<file path="src/rtl/pc_sequencer.sv">
// Program-counter / fetch sequencer: IDLE/RUN/HALTED control, PC increment, relative/absolute jumps.
// Optional taken-jump counter enabled by defining PC_SEQ_JUMP_COUNT_EN.
module pc_sequencer #(
    parameter int          D          = 12,
    parameter int unsigned START_ADDR = 0
) (
    input  logic         Clk,
    input  logic         Reset,
    input  logic         start,
    input  logic         stall,
    input  logic         halt_req,
    input  logic         jump_en,
    input  logic         abs_jump,
    input  logic [2:0]   jump_sel,
    output logic [2:0]   lut_sel,
    input  logic [D-1:0] lut_target,
    output logic [D-1:0] pc,
    output logic         running,
    output logic         done,
    output logic         flush,
    output logic [15:0]  jump_count
);

    typedef enum logic [1:0] {
        S_IDLE   = 2'b00,
        S_RUN    = 2'b01,
        S_HALTED = 2'b10
    } state_t;

    localparam logic [D-1:0] START_PC = D'(START_ADDR);

    state_t         state_q, state_d;
    logic [D-1:0]   pc_q, pc_d;
    logic           flush_q, flush_d;
    logic           take_jump_s;
    logic           restart_s;

    // Next-state and next-PC selection; stall beats halt beats jump beats increment.
    always_comb begin
        state_d     = state_q;
        pc_d        = pc_q;
        flush_d     = 1'b0;
        take_jump_s = 1'b0;
        restart_s   = 1'b0;
        case (state_q)
            S_IDLE, S_HALTED: begin
                if (start) begin
                    state_d   = S_RUN;
                    pc_d      = START_PC;
                    restart_s = 1'b1;
                end else begin
                    state_d = state_q;
                end
            end
            S_RUN: begin
                if (stall) begin
                    pc_d = pc_q;
                end else if (halt_req) begin
                    state_d = S_HALTED;
                end else if (jump_en) begin
                    take_jump_s = 1'b1;
                    flush_d     = 1'b1;
                    pc_d        = abs_jump ? lut_target : (pc_q + lut_target);
                end else begin
                    pc_d = pc_q + D'(1);
                end
            end
            default: begin
                state_d = S_IDLE;
                pc_d    = START_PC;
            end
        endcase
    end

    // State, PC and flush registers.
    always_ff @(posedge Clk) begin
        if (Reset) begin
            state_q <= S_IDLE;
            pc_q    <= START_PC;
            flush_q <= 1'b0;
        end else begin
            state_q <= state_d;
            pc_q    <= pc_d;
            flush_q <= flush_d;
        end
    end

    assign lut_sel = jump_sel;
    assign pc      = pc_q;
    assign flush   = flush_q;
    assign running = (state_q == S_RUN);
    assign done    = (state_q == S_HALTED);

`ifdef PC_SEQ_JUMP_COUNT_EN
    logic [15:0] jcnt_q, jcnt_d;

    // Saturating taken-jump count, cleared whenever execution restarts.
    always_comb begin
        jcnt_d = jcnt_q;
        if (restart_s) begin
            jcnt_d = 16'h0000;
        end else if (take_jump_s && (jcnt_q != 16'hFFFF)) begin
            jcnt_d = jcnt_q + 16'h0001;
        end else begin
            jcnt_d = jcnt_q;
        end
    end

    // Jump counter register.
    always_ff @(posedge Clk) begin
        if (Reset) begin
            jcnt_q <= 16'h0000;
        end else begin
            jcnt_q <= jcnt_d;
        end
    end

    assign jump_count = jcnt_q;
`else
    logic unused_jcnt_s;
    assign unused_jcnt_s = take_jump_s ^ restart_s;
    assign jump_count    = 16'h0000;
`endif

endmodule

</file>
<file path="config.mk">
export PLATFORM = sky130hd
export DESIGN_NAME = pc_sequencer
export DESIGN_NICKNAME = d
export VERILOG_FILES = /design/src/rtl/pc_sequencer.sv
export SDC_FILE = /design/constraint.sdc
export NUM_CORES = 1
export LEC_CHECK = 0
export CORE_MARGIN = 8
export CORE_UTILIZATION = 35
export CTS_CLUSTER_SIZE = 28
export DETAILED_ROUTE_END_ITERATION = 8
export DONT_BUFFER_PORTS = 1
export PLACE_DENSITY_LB_ADDON = 0.2
export SYNTH_ARGS = -nofsm -noshare
export SYNTH_HDL_FRONTEND = slang
export SYNTH_SLANG_ARGS = --single-unit
</file>
<file path="constraint.sdc">
create_clock -name Clk -period 3.16 [get_ports Clk]
set_input_delay 0.158 -clock Clk [delete_from_list [all_inputs] [get_ports Clk]]
set_output_delay 0.158 -clock Clk [all_outputs]
set_load 0.01 [all_outputs]
</file>
==> flow_metrics.env <==
export IMPL_seqPwrFrac_pct=44.5
export IMPL_clk_pin_slew_ns=0.07
export IMPL_antenna_found_initial=0
export IMPL_grt_overflow=0
export IMPL_clkPwrFrac_pct=35.8
export IMPL_status="complete, no violations"
export IMPL_h_tree_depth=1
export IMPL_cp_cell_sequence="ha_1, fa_1, a211oi_1, nor2_1, a21oi_1, mux2_1, o22ai_1, o211ai_2"
export IMPL_powerDensity_mw_per_mm2=270
export IMPL_synth_seq_area_share_pct=18.0
export IMPL_fin_util_pct=35.8
export IMPL_synth_top_flop_cell="dfxtp_1"
export IMPL_synthCells=228
export IMPL_layout_drive_gt1_share_pct=4.09
export IMPL_period_minus_slack_ns=2.44
export IMPL_crit_arrival_ns=2.58
export IMPL_post_drt_wl_per_cell_um=16.7
export IMPL_hold_path_endpoint="state_q[0]"
export IMPL_yosysUniqueCellTypes=49
export IMPL_power_frac_comb_pct=19.7
export IMPL_num_antenna_cells=0
export IMPL_cts_root_buf="clkbuf_8"
export IMPL_cts_sinks=15
export IMPL_holdPathStages=2
export IMPL_gp_congestion=0.764
export IMPL_finClkSkew_ns=0.00123
export IMPL_timing_final_ws_setup_ns=0.715
export IMPL_regToRegSetupSlack_ns=0.72
export IMPL_syn_area_sq_mm=0.00167
export IMPL_dp_hpwl_um=3560
export IMPL_r2r_end="pc[10]"
export IMPL_r2r_start="pc[0]"
export IMPL_setup_viol=0
export IMPL_viasPerCell=5.61
export IMPL_grt_pass1_wl_um=7510
export IMPL_swShare_pct=29.8
export IMPL_max_freq_ghz=0.409
export IMPL_crit_type="register to register"
export IMPL_drt_first_pass_iters=4
export IMPL_rsz0062_at_grt="false"
export IMPL_grt_use_total_pct=12.6
export IMPL_crit_required_ns=3.29
export IMPL_drv_cap=0
export IMPL_dpl_cell_count=269
export IMPL_remaining_drc_errors=0
export IMPL_place_ws_ns=0.725
export IMPL_finalNonFillerCells=274
export IMPL_pin_count=56
export IMPL_drt_iter0_drc=81
export IMPL_grt_max_degree=27
export IMPL_start_kind="register"
export IMPL_synth_edf_count=0
export IMPL_power_w=0.000450
export IMPL_core_area_sq_mm=0.00466
export IMPL_insertion_delay_ns=0.25
export IMPL_rr_worst_depth=8
export IMPL_final_hold_violation_count=0
export IMPL_cts_resized=0
export IMPL_vias=1537
export IMPL_cts_path_max_buffers=2
export IMPL_postSynthAreaPerCell_sq_um=7.32
export IMPL_antenna_left=0
export IMPL_crit_path_start="pc[0]"
export IMPL_async_reset_ff_share_pct=0
export IMPL_numCtsBuffers=3
export IMPL_critical_path_endpoint_type="register"
export IMPL_crit_fanout=7
export IMPL_cts_tree="done"
export IMPL_numPortBuffers=0
export IMPL_routed_wl_um=4560
export IMPL_start_util_pct=35.8
export IMPL_final_period_utilization_pct=77.4
export IMPL_peakVddDrop_v=0.000192
export IMPL_synth_seq_cells=15
export IMPL_hp_start="start"
export IMPL_drv_slew=0
export IMPL_area_delta_synth_final_pct=-0.0750
export IMPL_nNetsFinal=256
export IMPL_p_leak_nw=0.654
export IMPL_post_cts_buffers=0
export IMPL_std_cell_rows=25
export IMPL_p_switching_w=0.000134
export IMPL_grt_pass1_vias=1459
export IMPL_slew_headroom_pct=48.7
export IMPL_crit_slowest_cell="fa_1"
export IMPL_hp_class="input port to register"
export IMPL_tightest_slew_ns=0.764
export IMPL_chipWidth_um=85.1
export IMPL_setup_tns_ns=0
export IMPL_cts_hold_buf=1
export IMPL_critPathMaxStageDelay_ns=0.43
export IMPL_synth_warnings=0
export IMPL_internal_power_w=0.000316
export IMPL_die_y_um=85.1
export IMPL_die_area_sq_mm=0.00723
[cells by family after synthesis]
logic type / synth area share, %
other: 0.225
flip-flops: 18.0
XOR/XNOR: 5.77
buffers and inverters: 11.7
adder cells (fa/ha/maj): 10.2
multiplexers: 2.55
AND/OR/NAND/NOR: 24.9
AO/OA/AOI/OAI: 26.7
[cell usage in the layout (no fill, tap or decap), types with 2 or more instances in the layout]
master,synthesis,layout
nand2_1,26,26
nor2_1,21,21
a21oi_1,16,16
conb_1,1,16
dfxtp_1,15,15
o21ai_0,14,14
nand3_1,12,12
ha_1,12,12
xnor2_1,9,9
nor3_1,8,8
o21ai_1,7,7
a211oi_1,6,6
inv_1,4,4
nor2b_1,3,3
nand2b_1,3,3
o21bai_1,3,3
clkbuf_8,0,3
a21o_1,2,2
o22ai_1,2,2
o211ai_2,2,2
nand4_1,2,2
o221ai_1,2,2
and2_1,2,2
mux2i_1,2,2
xor2_1,2,2
and3_1,2,2
o21a_1,2,2
[Yosys cell counts, types with 2 or more instances]
library cell	n	area, sq um
nor2_1	21	78.8
nand2_1	26	97.6
clkbuf_1	6	22.5
o21a_1	2	15.0
o22ai_1	2	12.5
xor2_1	2	17.5
a21o_1	2	15.0
a211oi_1	6	45.0
nand2b_1	3	18.8
buf_2	3	15.0
mux2i_1	2	20.0
nor2b_1	3	18.8
o21bai_1	3	22.5
o211ai_2	2	25.0
nand4_1	2	12.5
xnor2_1	9	78.8
inv_1	4	15.0
nor3_1	8	40.0
and3_1	2	12.5
o21ai_1	7	35.0
o221ai_1	2	17.5
dfxtp_1	15	300
nand3_1	12	60.1
ha_1	12	150
a21oi_1	16	80.1
and2_1	2	12.5
o21ai_0	14	70.1
buf_4	19	143
[per-stage QoR]
step	area [sq um]	hold WS (ns)
2_1_floorplan	1730	0.307
3_3_place_gp	1610	0.232
3_5_place_dp	1610	0.232
4_1_cts	1670	0.0513
5_1_grt	1670	0.0580
6_report	1670	0.0530
[flip-flops by register name, indices dropped and copies added, names as in the netlist]
| register | count |
|---|---|
| state_q | 2 |
| pc | 12 |
| flush | 1 |
[final cells by class]
cell class | instances | area (sq um)
Fill cell | 515 | 2990
Multi-Input combinational cell | 196 | 1230
Sequential cell | 15 | 300
Tap cell | 54 | 67.6
Clock buffer | 4 | 45.0
Inverter | 4 | 15.0
Timing Repair Buffer | 1 | 10.0
[critical path: cells and delay by family (launching register included)]
family | cells | cell delay [ns]
and+or+nand+nor | 1 | 0.12
muxes | 1 | 0.35
AOI/OAI and AO/OA | 4 | 0.79
adders and majority gates | 2 | 0.67
DFF | 1 | 0.40
[layer usage]
metal,vias up,share of wire (%),GRT usage (%)
li1,777,-,-
met1,700,43,15.8
met2,58,45,19.8
met3,2,12,5.98
met4,0,0.18,0.971
met5,-,0,0
[worst max path at each step]
| stage | cells after the start | endpoint | slack [ns] |
|---|---|---|---|
| 2_1_floorplan | 8 | pc[10] | 0.90 |
| 3_3_place_gp | 8 | pc[10] | 0.75 |
| 3_5_place_dp | 8 | pc[10] | 0.73 |
| 4_1_cts | 8 | pc[10] | 0.69 |
| 5_1_grt | 8 | pc[10] | 0.52 |
| 6_report | 8 | pc[10] | 0.72 |
[power groups by stage]
stage / Clock [W] / Sequential (W) / Combinational [W]
after floorplan: 0 / 0.000203 / 0.0000987
after CTS: 0.000167 / 0.000200 / 0.0000879
after detailed placement: 0 / 0.000205 / 0.0000843
after global routing: 0.000175 / 0.000201 / 0.000100
after global placement: 0 / 0.000205 / 0.0000853
final: 0.000161 / 0.000200 / 0.0000886
No activity file was read; power rests on OpenSTA's default activity.
